[src/rtl/dc_stage_reg.sv]
// D-cache tag-to-memory stage pipeline register. The cache status bits are merged into
// the status field of the bus, and a saturating counter records stall cycles.
module dc_stage_reg #(
  parameter int BUS_WD     = 275,
  parameter int STATUS_POS = 150,
  parameter int STATUS_WD  = 3,
  parameter int STALL_WD   = 7,
  parameter int STALL_IDX  = 5,
  parameter int STICKY     = 1,
  parameter int CNT_WD     = 16
) (
  input  logic                 clk,
  input  logic                 rst,
  input  logic                 flush,
  input  logic [STALL_WD-1:0]  stall,
  input  logic [STATUS_WD-1:0] status_in,
  input  logic                 perf_clr,
  input  logic [BUS_WD-1:0]    in_bus,
  output logic [BUS_WD-1:0]    out_bus,
  output logic [CNT_WD-1:0]    stall_cnt
);

  localparam logic [CNT_WD-1:0] CNT_MAX = {CNT_WD{1'b1}};
  localparam logic [CNT_WD-1:0] CNT_ONE = {{(CNT_WD-1){1'b0}}, 1'b1};

  logic                 s_s;
  logic                 d_s;
  logic                 unused_stall_s;
  logic [STATUS_WD-1:0] acc_s;
  logic [STATUS_WD-1:0] eff_s;
  logic [BUS_WD-1:0]    nxt_bus_s;
  logic [BUS_WD-1:0]    out_bus_r;
  logic [CNT_WD-1:0]    stall_cnt_r;

  assign s_s            = stall[STALL_IDX];
  assign d_s            = stall[STALL_IDX+1];
  assign unused_stall_s = ^stall;

  generate
    if (STICKY != 0) begin : g_sticky
      logic [STATUS_WD-1:0] acc_r;

      // Collect status pulses seen while stalled; the advance edge consumes them.
      always_ff @(posedge clk) begin
        if (rst) begin
          acc_r <= {STATUS_WD{1'b0}};
        end else if (flush) begin
          acc_r <= {STATUS_WD{1'b0}};
        end else if (!s_s) begin
          acc_r <= {STATUS_WD{1'b0}};
        end else begin
          acc_r <= acc_r | status_in;
        end
      end

      assign acc_s = acc_r;
    end else begin : g_plain
      assign acc_s = {STATUS_WD{1'b0}};
    end
  endgenerate

  // Next bus value on advance: the incoming bus with its status field overwritten.
  always_comb begin
    eff_s     = status_in | acc_s;
    nxt_bus_s = in_bus;
    nxt_bus_s[STATUS_POS +: STATUS_WD] = eff_s;
  end

  // Stage register: flushes and bubbles insert zeros, and a downstream stall holds the value.
  always_ff @(posedge clk) begin
    if (rst) begin
      out_bus_r <= {BUS_WD{1'b0}};
    end else if (flush) begin
      out_bus_r <= {BUS_WD{1'b0}};
    end else if (s_s && !d_s) begin
      out_bus_r <= {BUS_WD{1'b0}};
    end else if (!s_s) begin
      out_bus_r <= nxt_bus_s;
    end else begin
      out_bus_r <= out_bus_r;
    end
  end

  // Saturating stall-cycle counter; a clear takes precedence over counting.
  always_ff @(posedge clk) begin
    if (rst || perf_clr) begin
      stall_cnt_r <= {CNT_WD{1'b0}};
    end else if (s_s && (stall_cnt_r != CNT_MAX)) begin
      stall_cnt_r <= stall_cnt_r + CNT_ONE;
    end else begin
      stall_cnt_r <= stall_cnt_r;
    end
  end

  assign out_bus   = out_bus_r;
  assign stall_cnt = stall_cnt_r;

endmodule

[config.mk]
export PLATFORM = sky130hd
export DESIGN_NAME = dc_stage_reg
export DESIGN_NICKNAME = d
export VERILOG_FILES = /design/src/rtl/dc_stage_reg.sv
export SDC_FILE = /design/constraint.sdc
export NUM_CORES = 1
export LEC_CHECK = 0
export BUFFER_PORTS_ARGS = -buffer_cell sky130_fd_sc_hd__buf_2
export CAP_MARGIN = 20
export CORE_AREA = 2 2 227 229
export DETAILED_ROUTE_END_ITERATION = 8
export DIE_AREA = 0 0 229 231
export PLACE_DENSITY_LB_ADDON = 0.15
export RECOVER_POWER = 100
export SYNTH_ARGS = -nofsm -noshare
export SYNTH_HDL_FRONTEND = slang
export SYNTH_SLANG_ARGS = --single-unit
[constraint.sdc]
create_clock -name clk -period 3.8 [get_ports clk]
set_input_delay 0.76 -clock clk [delete_from_list [all_inputs] [get_ports clk]]
set_output_delay 0.76 -clock clk [all_outputs]
set_load 0.005 [all_outputs]
Word-level counts from Yosys, hierarchy flattened --
Cells that the tools add are included.
Storage, ports and cells: output and inout port bits 291, flip-flop bits (word level) 294, word-level logic and storage cells 13
Operators by class: add/sub/neg operators 1, reduce and logical (&&, ||, !) cells 6, bitwise logic cells 2, equal/unequal tests 1
Operators by type and width (count):
- $add A16 B1 Y16 const B | 1
- $ne A16 B16 Y1 const B | 1
- $reduce_or A3 Y1 | 2
- $or A3 B3 Y3 | 1
- $logic_and A1 B1 Y1 | 2
- $logic_not A1 Y1 | 1
- $logic_or A1 B1 Y1 | 1
- $not A1 Y1 | 1

Logic depth before layout (Yosys ltp) --
depth in word-level cells 3, depth in mapped cells 6, gate-level depth less buffers 5

Worst setup path before layout --
No wires, ideal clock.
kind input port to flip-flop, from in stall[5], to reg stall_cnt_r[11] (netlist: stall_cnt[11]), data arrival time 1870 ps, slack 1860 ps, data required time 3730 ps, setup time 70 ps, cell stages on the path 5, path through buf_2 -> and4_1 -> nand3_4 -> or4_1 -> a21oi_1
Between the ends: longest elaborated chain between the ends 1
RTL lines:
- start, declared | RTL line 15 | input logic [STALL_WD-1:0] stall,
- $logic_and A1 B1 Y1 | RTL line 88 | end else if (s_s && (stall_cnt_r != CNT_MAX)) begin
- end signal, assigned | RTL line 87 | stall_cnt_r <= {CNT_WD{1'b0}};
- end signal, assigned | RTL line 89 | stall_cnt_r <= stall_cnt_r + CNT_ONE;
- end signal, assigned | RTL line 91 | stall_cnt_r <= stall_cnt_r;
- end, declared | RTL line 33 | logic [CNT_WD-1:0] stall_cnt_r;
No other way between the ends. A chain may end at the register's enable or synchronous reset.

Final worst setup path --
from in stall[5], to reg out_bus_r[177] (netlist: out_bus[177])
Between the ends: longest elaborated chain between the ends 2
RTL lines:
- $logic_and A1 B1 Y1 | RTL line 75 | end else if (s_s && !d_s) begin
- $reduce_or A3 Y1 (no source line)
- end signal, assigned | RTL line 74 | out_bus_r <= {BUS_WD{1'b0}};
- end signal, assigned | RTL line 76 | out_bus_r <= {BUS_WD{1'b0}};
- end signal, assigned | RTL line 78 | out_bus_r <= nxt_bus_s;
- end, declared | RTL line 32 | logic [BUS_WD-1:0] out_bus_r;
Several ways; a longest one is shown, not always the timed one.

==> impl_results.md <==
* Status: finished, violations left
* Violated checks: capacitance limit, slew limit
* Crit-path slowest cell: o21ai_0
* RD Place Congestion at 0.7345
* Final Net Count at 1848
* R2r setup slk at 1.49 ns
* RSZ-0062 raised after global routing: false
* Initial Util at 20.76%
* Top cells by count, synth: dfxtp_1, nor2_1, mux2i_1
* Crit path max fanout at 53
* First-pass GRT wire length at 51580 µm
* Vias in the first global route at 8895
* Root buf cell: clkbuf_16
* Share of cells above drive strength 1 at 26.74%
* Internal power at 5.440 mW
* Wire length per cell at 15.23 µm
* Initial antenna violation count at 2
* Post-CTS Setup Bufs at 0
* Syn. warnings at 0
* Synthesized cell area at 0.01052 mm²
* Vias per cell at 4.006
* Final critical-path share of the clock period at 76.09%
* Cell with the most instances after synthesis: dfxtp_1
* Syn Area/Cell at 10.51 µm²
* Post-synthesis net count at 1291
* Routed wire length at 34480 µm
* Distinct cells, synth at 34
* PostCTS Resize Cnt at 0
* Worst Hold Depth at 3
* Layout Cells excl Fill at 2264
* Vias at 9070
* Slew HR at -31.30%
* Placed insts at 2200
* WS Path Type: input port to flip-flop
* Final Skew at 0.003088 ns
* Fill count at 5593
* Pin count of the biggest net entering global routing at 120
* Gr usage total at 12.39%
* Peak Freq at 0.3458 GHz
* Core area at 0.05068 mm²
* GRT overflow at 0
* Total negative slack at 0 ns
* Worst slew pin tran at 1.949 ns
* H-tree depth at 2
* Switching pwr at 1.665 mW
* HPWL after detailed placement at 25350 µm
* Syn Inst Count at 1001
* Top_reg_cell synth: dfxtp_1
* DIE WIDTH at 229 µm
* Worst vdd ir at 0.0002919 V
* PortBufs at 571
* Part of the power in the clock network at 46.5%
* Cell taking the most area after synthesis: dfxtp_1
* TritonCTS Buffers at 36
* Setup crit end kind: flip-flop
* Worst path required time at 4.22 ns
* # DRC at 0
* Fin. Hold Viols at 0
* Min-delay worst type: input port to flip-flop
* Sink Count at 294
* Max Cap Viol at 1
* EDFF count, synth at 0
* Chip Height at 231 µm
* I/O pin cnt at 580
* Async SR Flop Fraction at 0%
* Maximum clock path buffer count at 3
* Dominant cells by area after synthesis: dfxtp_1, mux2i_1, nor2_1, buf_2, clkbuf_1
* Worst Hold Endpoint: out_bus[186]
* DRT iter0 DRCs at 329
* PD cells at 474.6 mW/mm²
* Power share of the sequential group at 45.1%
* Worst r2r path cells at 5
* Slowest stage delay, CP at 1.48 ns
* CP startpoint kind: input port
* Register bit total from synthesis at 294
* Period minus WS final at 2.891 ns
* Clock slew at reported path FFs at 0.06 ns
* Worst r2r dst: stall_cnt[15]
* Final Util at 29.54%
* Critical-path cell list: buf_8 -> inv_1 -> o21ai_0 -> buf_12 -> buf_4 -> nor2_1
* Worst EP arrival at 3.31 ns
* Post-DRT Antenna Nets at 0
* Yosys top cell area share at 55.95%
* Comb pwr share at 8.4%
* Leakage at 6.861 nW
* Rows at 83
* Hold Buf Count CTS at 0
* Final setup vio count at 0
* 1st-pass router iterations at 4
* Area Overhead vs Synth at 42.33%
* Die footprint at 0.05290 mm²
* Slew Viols, Final at 10
* Min-delay src: in_bus[186]
* R2R Path Start: stall_cnt[0]
* Register area share after synthesis at 55.95%
* Switching Fraction at 23.44%
* Worst-Skew Late Latency at 0.53 ns
* CTS tree: yes
through the flow:
stage | total power [mW] | cell area (µm²) | setup WS, ns | hold slack, ns
after floorplan | 3.584 | 10520 | 1.860 | 0.4396
after global placement | 3.887 | 14130 | 1.359 | 0.4552
after detailed placement | 3.892 | 14130 | 1.369 | 0.4625
after CTS | 7.273 | 15260 | 1.480 | 0.4132
after global routing | 7.444 | 14970 | 0.7136 | 0.4244
final | 7.105 | 14970 | 0.9085 | 0.4556
registers in the layout, indices dropped and copies added, names as in the netlist:
signal	cells
stall_cnt	16
out_bus	275
acc_s	3
how the worst max path moves through the flow:
stage                                to  depth (start not counted)  slack (ns)          from
after global placement     out_bus[184]                          6        1.36      stall[5]
after CTS                 stall_cnt[15]                          5        1.48  stall_cnt[0]
after detailed placement   out_bus[159]                          6        1.37      stall[5]
after floorplan           stall_cnt[11]                          5        1.86      stall[5]
final                      out_bus[177]                          6        0.91      stall[5]
after global routing       out_bus[203]                          6        0.71      stall[5]
per-layer routing:
metal / track usage (%) / part of all wire (%) / vias to the layer above
met2: 21.11 / 47 / 385
met5: 0 / 0.020 / -
met1: 14.07 / 40 / 4142
met3: 5.002 / 9.7 / 53
li1: - / - / 4488
met4: 4.140 / 2.4 / 2
layout make-up:
cell class                      instances  area, µm²  share of cell area [%]
Antenna cell                            2      5.005                 0.03343
Clock buffer                           53       1046                   6.986
Clock inverter                          9      80.08                  0.5348
Inverter                                5      18.77                  0.1254
Multi-Input combinational cell        638       4314                   28.81
Sequential cell                       294       5886                   39.31
Tap cell                              680      850.8                   5.683
Timing Repair Buffer                  583       2771                   18.51
cell usage in the layout (no fill, tap or decap), drive strengths merged, types with 2 or more instances in the layout:
cell	count
a211oi	4
a21oi	10
and4	3
buf	366
clkbuf	270
clkinv	5
dfxtp	294
diode	2
inv	7
mux2i	274
nand2	11
nand3	10
nand4	6
nor2	291
o21ai	4
o21bai	2
o311a	2
o311ai	2
o31ai	4
or4	6
critical path, delay by kind of cell:
| kind | cells | cell delay [ns] |
|---|---|---|
| AOI/OAI and AO/OA | 1 | 1.48 |
| buffers and inverters | 4 | 0.92 |
| and+or+nand+nor | 1 | 0.07 |
logic make-up after synthesis:
kind of cell	synth area share [%]
and+or+nand+nor	12.93
buffers and inverters	3.021
xor gates and xnor gates	0.08328
DFF	55.95
muxes	26.07
AOI/OAI and AO/OA	1.820
adders and majority gates	0.1189
power by group through the flow:
stage	combinational, mW	clock, mW	sequential [mW]
after CTS	0.623	3.45	3.20
final	0.594	3.30	3.21
after global placement	0.618	0	3.27
after floorplan	0.306	0	3.28
after global routing	0.659	3.57	3.21
after detailed placement	0.621	0	3.27
(Power assumes the default switching activity.)
